===== src/rtl/uart_tx.sv =====
// UART transmitter: 8 data bits, LSB first, optional even/odd parity, one stop bit.
// Single-entry handshake on tx_valid/tx_ready; the line idles high.
module uart_tx #(
    parameter int CLKS_PER_BIT = 16,
    parameter int PARITY_EN    = 0,
    parameter int PARITY_ODD   = 0
) (
    input  logic       clk,
    input  logic       reset,
    input  logic [7:0] tx_data,
    input  logic       tx_valid,
    output logic       tx_ready,
    output logic       serial_out,
    output logic       tx_busy
);

    localparam int                BAUD_W    = $clog2(CLKS_PER_BIT);
    localparam logic [BAUD_W-1:0] BAUD_LAST = BAUD_W'(CLKS_PER_BIT - 1);

    typedef enum logic [2:0] {
        IDLE,
        START,
        DATA,
        PARITY,
        STOP
    } state_t;

    state_t            state_q, state_d;
    logic [BAUD_W-1:0] baud_q, baud_d;
    logic [2:0]        bit_q, bit_d;
    logic [7:0]        data_q, data_d;
    logic              serial_d;
    logic              bit_end;

    // The line value is computed from the next state so serial_out can be a
    // plain register and still change on the same edge as the state.
    always_comb begin
        // NOTE: every signal written here gets a default first, so no path
        // leaves a value unassigned and no latch is inferred.
        state_d  = state_q;
        bit_d    = bit_q;
        data_d   = data_q;
        bit_end  = (baud_q == BAUD_LAST);
        baud_d   = bit_end ? '0 : baud_q + 1'b1;
        serial_d = 1'b1;

        case (state_q)
            IDLE: begin
                baud_d = '0;
                bit_d  = '0;
                if (tx_valid) begin
                    data_d  = tx_data;
                    state_d = START;
                end
            end
            START: begin
                if (bit_end) begin
                    state_d = DATA;
                    bit_d   = '0;
                end
            end
            DATA: begin
                if (bit_end) begin
                    if (bit_q == 3'd7) begin
                        state_d = (PARITY_EN != 0) ? PARITY : STOP;
                        bit_d   = '0;
                    end else begin
                        bit_d = bit_q + 3'd1;
                    end
                end
            end
            PARITY: begin
                if (bit_end) state_d = STOP;
            end
            STOP: begin
                if (bit_end) state_d = IDLE;
            end
            default: state_d = IDLE;
        endcase

        case (state_d)
            START:   serial_d = 1'b0;
            DATA:    serial_d = data_d[bit_d];
            PARITY:  serial_d = (^data_d) ^ (PARITY_ODD != 0);
            default: serial_d = 1'b1;
        endcase
    end

    always_ff @(posedge clk) begin
        // NOTE: state registers use non-blocking assignments so every flop
        // samples the values from before this edge, independent of statement order.
        if (reset) begin
            state_q    <= IDLE;
            baud_q     <= '0;
            bit_q      <= '0;
            // NOTE: the data holding register is cleared on reset as well, so
            // no stale byte from an aborted frame is ever visible internally.
            data_q     <= '0;
            serial_out <= 1'b1;
        end else begin
            state_q    <= state_d;
            baud_q     <= baud_d;
            bit_q      <= bit_d;
            data_q     <= data_d;
            serial_out <= serial_d;
        end
    end

    // Reset gates both flags so the source sees neither ready nor busy while held.
    assign tx_ready = (state_q == IDLE) && !reset;
    assign tx_busy  = (state_q != IDLE) && !reset;

endmodule


===== config.mk =====
export PLATFORM = sky130hd
export DESIGN_NAME = uart_tx
export DESIGN_NICKNAME = d
export VERILOG_FILES = /design/src/rtl/uart_tx.sv
export SDC_FILE = /design/constraint.sdc
export NUM_CORES = 1
export LEC_CHECK = 0
export CORE_MARGIN = 2
export CORE_UTILIZATION = 53
export CTS_CLUSTER_SIZE = 16
export DETAILED_ROUTE_END_ITERATION = 16
export HOLD_SLACK_MARGIN = 0.06
export PLACE_DENSITY = 0.83
export SLEW_MARGIN = 20
export SYNTH_ARGS = -nofsm -noshare
export SYNTH_HDL_FRONTEND = slang
export SYNTH_SLANG_ARGS = --single-unit

===== constraint.sdc =====
create_clock -name clk -period 3.15 [get_ports clk]
set_input_delay 0.4725 -clock clk [delete_from_list [all_inputs] [get_ports clk]]
set_output_delay 0.4725 -clock clk [all_outputs]
set_load 0.05 [all_outputs]

==> results.cfg, run 1 <==
[clock_network]
cts_buffer_depth = 2
clock-sinks = 19
htreeDepth = 1
cts_made_buffers = 3
cts_root_buf = clkbuf_4
cts.clk_slew.worst_paths_ps = 110
cts_resized = 0
postCtsHoldBufs = 0
tritoncts = yes
insertion_delay_ps = 310
cts_setup_buffers = 0

[timing]
tightest_slew_ps = 642
slew_headroom_pct = 56.8
finalSetupViolations = 0
period_needed_ps = 2690
fin_tns_setup_ps = 0
finalHoldViolCount = 0
max_freq_ghz = 0.372
period_share_pct = 85.3
rsz0062_at_grt = no
timing.final.max_slew_violations = 0
finClkSkew_ps = 5.63

[route]
drcViolationCount = 0
ant_nets = 0
wire_per_inst_um = 14.7
drt_pass1_iterations = 4
drt-total-wl_um = 2330
vias_per_cell = 5.75
first_iter_violations = 28
vias = 914

[grt]
grt_pass1_vias = 847
grt_pass1_wl_um = 3830
met3_usage_pct = 3.37
grt_max_degree = 16
use_met1_pct = 26.8
antenna_found_initial = 0
overflow = 0
use_met2_pct = 35.4
top_usage_layer = met2
track_usage_pct = 20.8

[setup_path]
cp-end-kind = flip-flop
cp_max_fo = 4
cp_data_required_time_ps = 3370
worst_setup_path_start_kind = flip-flop
critPathKind = reg2reg
arrival_ps = 2910

[placement]
gp_congestion = 0.768
dp_hpwl_um = 1710
io_buffers = 13

[yosys]
async_reset_ff_share_pct = 0
netlist_area_mm2 = 0.00107
synth_cells = 118
ys_top_cells_by_area = dfxtp_1, xnor2_1, mux2i_1
yosysMostFrequentCell = dfxtp_1
synthFlopType = dfxtp_1
ys_top_cells_by_count = dfxtp_1, nor2_1, xnor2_1
ys_ff_latch = 19
netlist.top_cell.by_area = dfxtp_1
synth_seq_area_share_pct = 35.4
synth_fp_nets = 132
yosysWarningCount = 0
yosys.area.top_type_share_pct = 35.4
avgSynthCellArea_um2 = 9.11
netlist-cell-type-count = 38
synth-edff-count = 0

[die]
ios = 14
die_w_um = 49.0
start_util_pct = 55.3
dieArea_mm2 = 0.00240
die_h_um = 49.0
row_count = 16
core_mm2 = 0.00194

[pwr]
p_per_area_mw_per_mm2 = 403
vdd_ir_drop_max_mv = 0.213
total_power_uw = 509
p_leak_uw = 0.000474

[status]
status = completed

[finish]
n_antenna_cell = 0
layout-drive-gt1-share_pct = 9.09
fill_cells = 169
areaGrowthSynthToFinish_pct = 17.3
final_util_pct = 64.9
nNetsFinal = 147

[job]
cap_violations = 0

[worst_hold_path]
hold_class = reg2reg
cells in the final DEF (no fill, tap or decap), types with 2 or more instances in the layout:
cell,netlist,layout
ha_1,3,3
inv_1,2,2
mux2i_1,10,10
nand3_1,2,2
clkbuf_4,0,3
xnor2_1,13,13
buf_4,0,3
nor2_1,18,18
nor4_1,2,2
nand2_1,5,5
nor4b_1,3,2
xor2_1,3,3
clkdlybuf4s50_1,0,13
dfxtp_1,19,19
nor3_1,5,5
o31ai_1,2,2
a211oi_1,4,4
worst max-delay path, stage by stage, from the launching register on:
cell     delay (ps)
dfxtp_1         350
ha_1            210
ha_1            210
or2_2           280
nor4_1          550
or3_4           280
mux2_4          300
o211a_1         200
o31ai_1         230
flip-flops by register name (all words and copies together), names as in the netlist:
name,count
data_q,8
baud_q,4
bit_q,3
state_q,3
serial_out,1
where the power goes:
part | switching, uW | internal (uW)
Combinational | 58.7 | 61.5
Sequential | 9.30 | 250
Clock | 79.7 | 49.5
Total | 148 | 361
worst paths after layout:
path,slack (ps),to,cells after the start,start
min reg2reg,460,baud_q[0],1,baud_q[0]
max,460,serial_out,8,bit_q[0]
min,460,baud_q[0],1,baud_q[0]
max reg2reg,460,serial_out,8,bit_q[0]
layer usage:
metal / routed length (um) / vias to the layer above
met5: 0 / -
met4: 36 / 0
met3: 121 / 5
met2: 1140 / 30
met1: 1040 / 425
li1: - / 454
stage by stage:
stage          area [um2]  instances  setup slack, ps  hold WS (ps)
2_1_floorplan        1070        118              582           418
3_3_place_gp         1230        155              683           435
3_5_place_dp         1230        155              532           442
4_1_cts              1260        159              491           453
5_1_grt              1260        159              417           474
6_report             1260        159              464           455
cell type report:
cell class                      instances  area [um2]  share of cell area (%)
Timing Repair Buffer                   16         153                    12.1
Tap cell                               27        33.8                    2.68
Inverter                                2        7.51                   0.595
Multi-Input combinational cell         91         661                    52.4
Clock buffer                            4        26.3                    2.08
Sequential cell                        19         380                    30.2
cells by family (layout without fill, tap and decap cells):
group / count (synthesis) / count (layout) / share of synthesized area, %
compound gates: 16 / 16 / 11.3
simple gates: 45 / 45 / 22.4
mux: 11 / 11 / 10.7
xor+xnor: 16 / 16 / 13.0
buf+inv: 8 / 22 / 3.73
flops: 19 / 19 / 35.4
fa+ha+maj: 3 / 3 / 3.49
Power figures use the tool's default switching activity.
==> run 2, diff against run 1 <==
Settings changed: CORE_MARGIN 2 to 5, REMOVE_ABC_BUFFERS set to 1.
==> run 2 against run 1 <==
  * First-iteration DRC count shrank 14%
  * Combinational power is essentially flat
  * Wire length shrank 1.2%
  * Die area grew 26%
  * Critical endpoint unchanged
  * Cell area is essentially flat
  * Highest routed layer unchanged
  * Final cell count is the same
  * Largest cell class unchanged
  * Global-route usage shrank 3.3 points
  * Clock skew grew 1.3 ps
  * Non-clock buffer count is the same
  * Fmax grew 1.0%
  * Critical path depth is the same
==> results.cfg, run 2 (synthesis results as in run 1) <==
[status]
status = completed

[setup_path]
arrival_ps = 2900
r2r_slack_ps = 490
cp-endpoint = serial_out
reg2reg_to = serial_out
path_delay_family = simple AND/OR/NAND/NOR gates
r2r-start = bit_q[0]
cp.depth = 8
cp_max_fo = 4
critPathKind = reg2reg
crit_buf_inv = 0
path_cells = ha_1 > ha_1 > or2_2 > nor4_1 > or3_4 > mux2_4 > o211a_1 > o31ai_1
cp_slowest_cell = nor4_1
cp_data_required_time_ps = 3390
cp-end-kind = flip-flop
critical-path-max-stage-delay_ps = 540
cpMostUsedCell = ha_1
crit_start = bit_q[0]
reg2reg_depth = 8
worst_setup_path_start_kind = flip-flop

[worst_hold_path]
hold_start = baud_q[0]
hold_class = reg2reg

[die]
core_mm2 = 0.00194
die_h_um = 55.0
ios = 14
dieArea_mm2 = 0.00303
die_w_um = 55.0
start_util_pct = 55.3
row_count = 16

[route]
drt_pass1_iterations = 4
ant_nets = 0
drt-total-wl_um = 2300
vias = 918
first_iter_violations = 24
wire_per_inst_um = 14.5
drcViolationCount = 0
vias_per_cell = 5.77

[timing]
finalSetupViolations = 0
max_freq_ghz = 0.376
rsz0062_at_grt = no
fin_tns_setup_ps = 0
finalHoldViolCount = 0
timing.final.max_slew_violations = 0
tightest_slew_ps = 629
fin_hold_ws_ps = 467
period_needed_ps = 2660
finClkSkew_ps = 6.93
slew_headroom_pct = 57.7
period_share_pct = 84.4

[pwr]
p_per_area_mw_per_mm2 = 399
vdd_ir_drop_max_mv = 0.309
p_leak_uw = 0.000477

[clock_network]
insertion_delay_ps = 310
cts_setup_buffers = 0
clock-sinks = 19
htreeDepth = 1
cts_made_buffers = 3
cts_buffer_depth = 2
cts_resized = 0
tritoncts = yes
postCtsHoldBufs = 0
cts.clk_slew.worst_paths_ps = 110
cts_root_buf = clkbuf_4

[placement]
gp_congestion = 0.869
io_buffers = 13
dp_hpwl_um = 1790

[finish]
layout-drive-gt1-share_pct = 9.85
top_register = data_q
final-seq-area_um2 = 380
largest_reg_flops = 8
multi_input_area_um2 = 661
nNetsFinal = 147
areaGrowthSynthToFinish_pct = 17.5
fill_cells = 176
final_cell_mix = dfxtp_1, nor2_1, xnor2_1, clkdlybuf4s50_1, mux2i_1
final_common_cell = dfxtp_1
n_antenna_cell = 0
top_regs = data_q (8), baud_q (4)

[grt]
grt_pass1_vias = 847
overflow = 0
grt_pass1_wl_um = 3620
grt_max_degree = 13
antenna_found_initial = 0
track_usage_pct = 17.5

[job]
cap_violations = 0
## run 2: changes by cell type in the layout (fill, tap and decap cells not counted)
cell	change
clkinv_2	+1
clkbuf_1	-1
## run 2: worst min path at each step
stage | cells past startpoint | endpoint | slack (ps)
2_1_floorplan | 1 | baud_q[0] | 420
3_3_place_gp | 1 | baud_q[0] | 440
3_5_place_dp | 1 | baud_q[0] | 450
4_1_cts | 1 | baud_q[0] | 470
5_1_grt | 1 | baud_q[0] | 490
6_report | 1 | baud_q[0] | 470
## run 2: power by group
group / total [uW] / leakage, uW / switching (uW) / internal [uW]
Clock: 126 / 0.0000177 / 78.0 / 47.5
Combinational: 119 / 0.000304 / 57.3 / 61.6
Sequential: 260 / 0.000155 / 9.60 / 250
## run 2: metrics by stage
stage	utilization (%)	cell area (um2)	total power, uW	instances	setup slack, ps
finish	65.0	1260	504	159	491
global route	65.0	1260	533	159	458
CTS	65.0	1260	510	159	535
detailed placement	63.6	1230	385	155	575
global placement	63.6	1230	381	155	592
floorplan	-	1040	344	112	217
## run 2: cell type report
type                       count  area share (%)
timing repair buffer          16            12.1
tap                           27            2.68
clock inverter                 1           0.396
clock buffer                   3            1.78
sequential                    19            30.1
inverter                       2           0.595
multi-input combinational     91            52.3
## run 2: metal layers
layer / vias to the layer above / track usage, % / part of all wire, %
met4: 0 / 13.4 / 3.9
met2: 24 / 29.7 / 50
met3: 10 / 2.41 / 3.7
met5: - / 0 / 0
met1: 434 / 19.6 / 43
li1: 450 / - / -
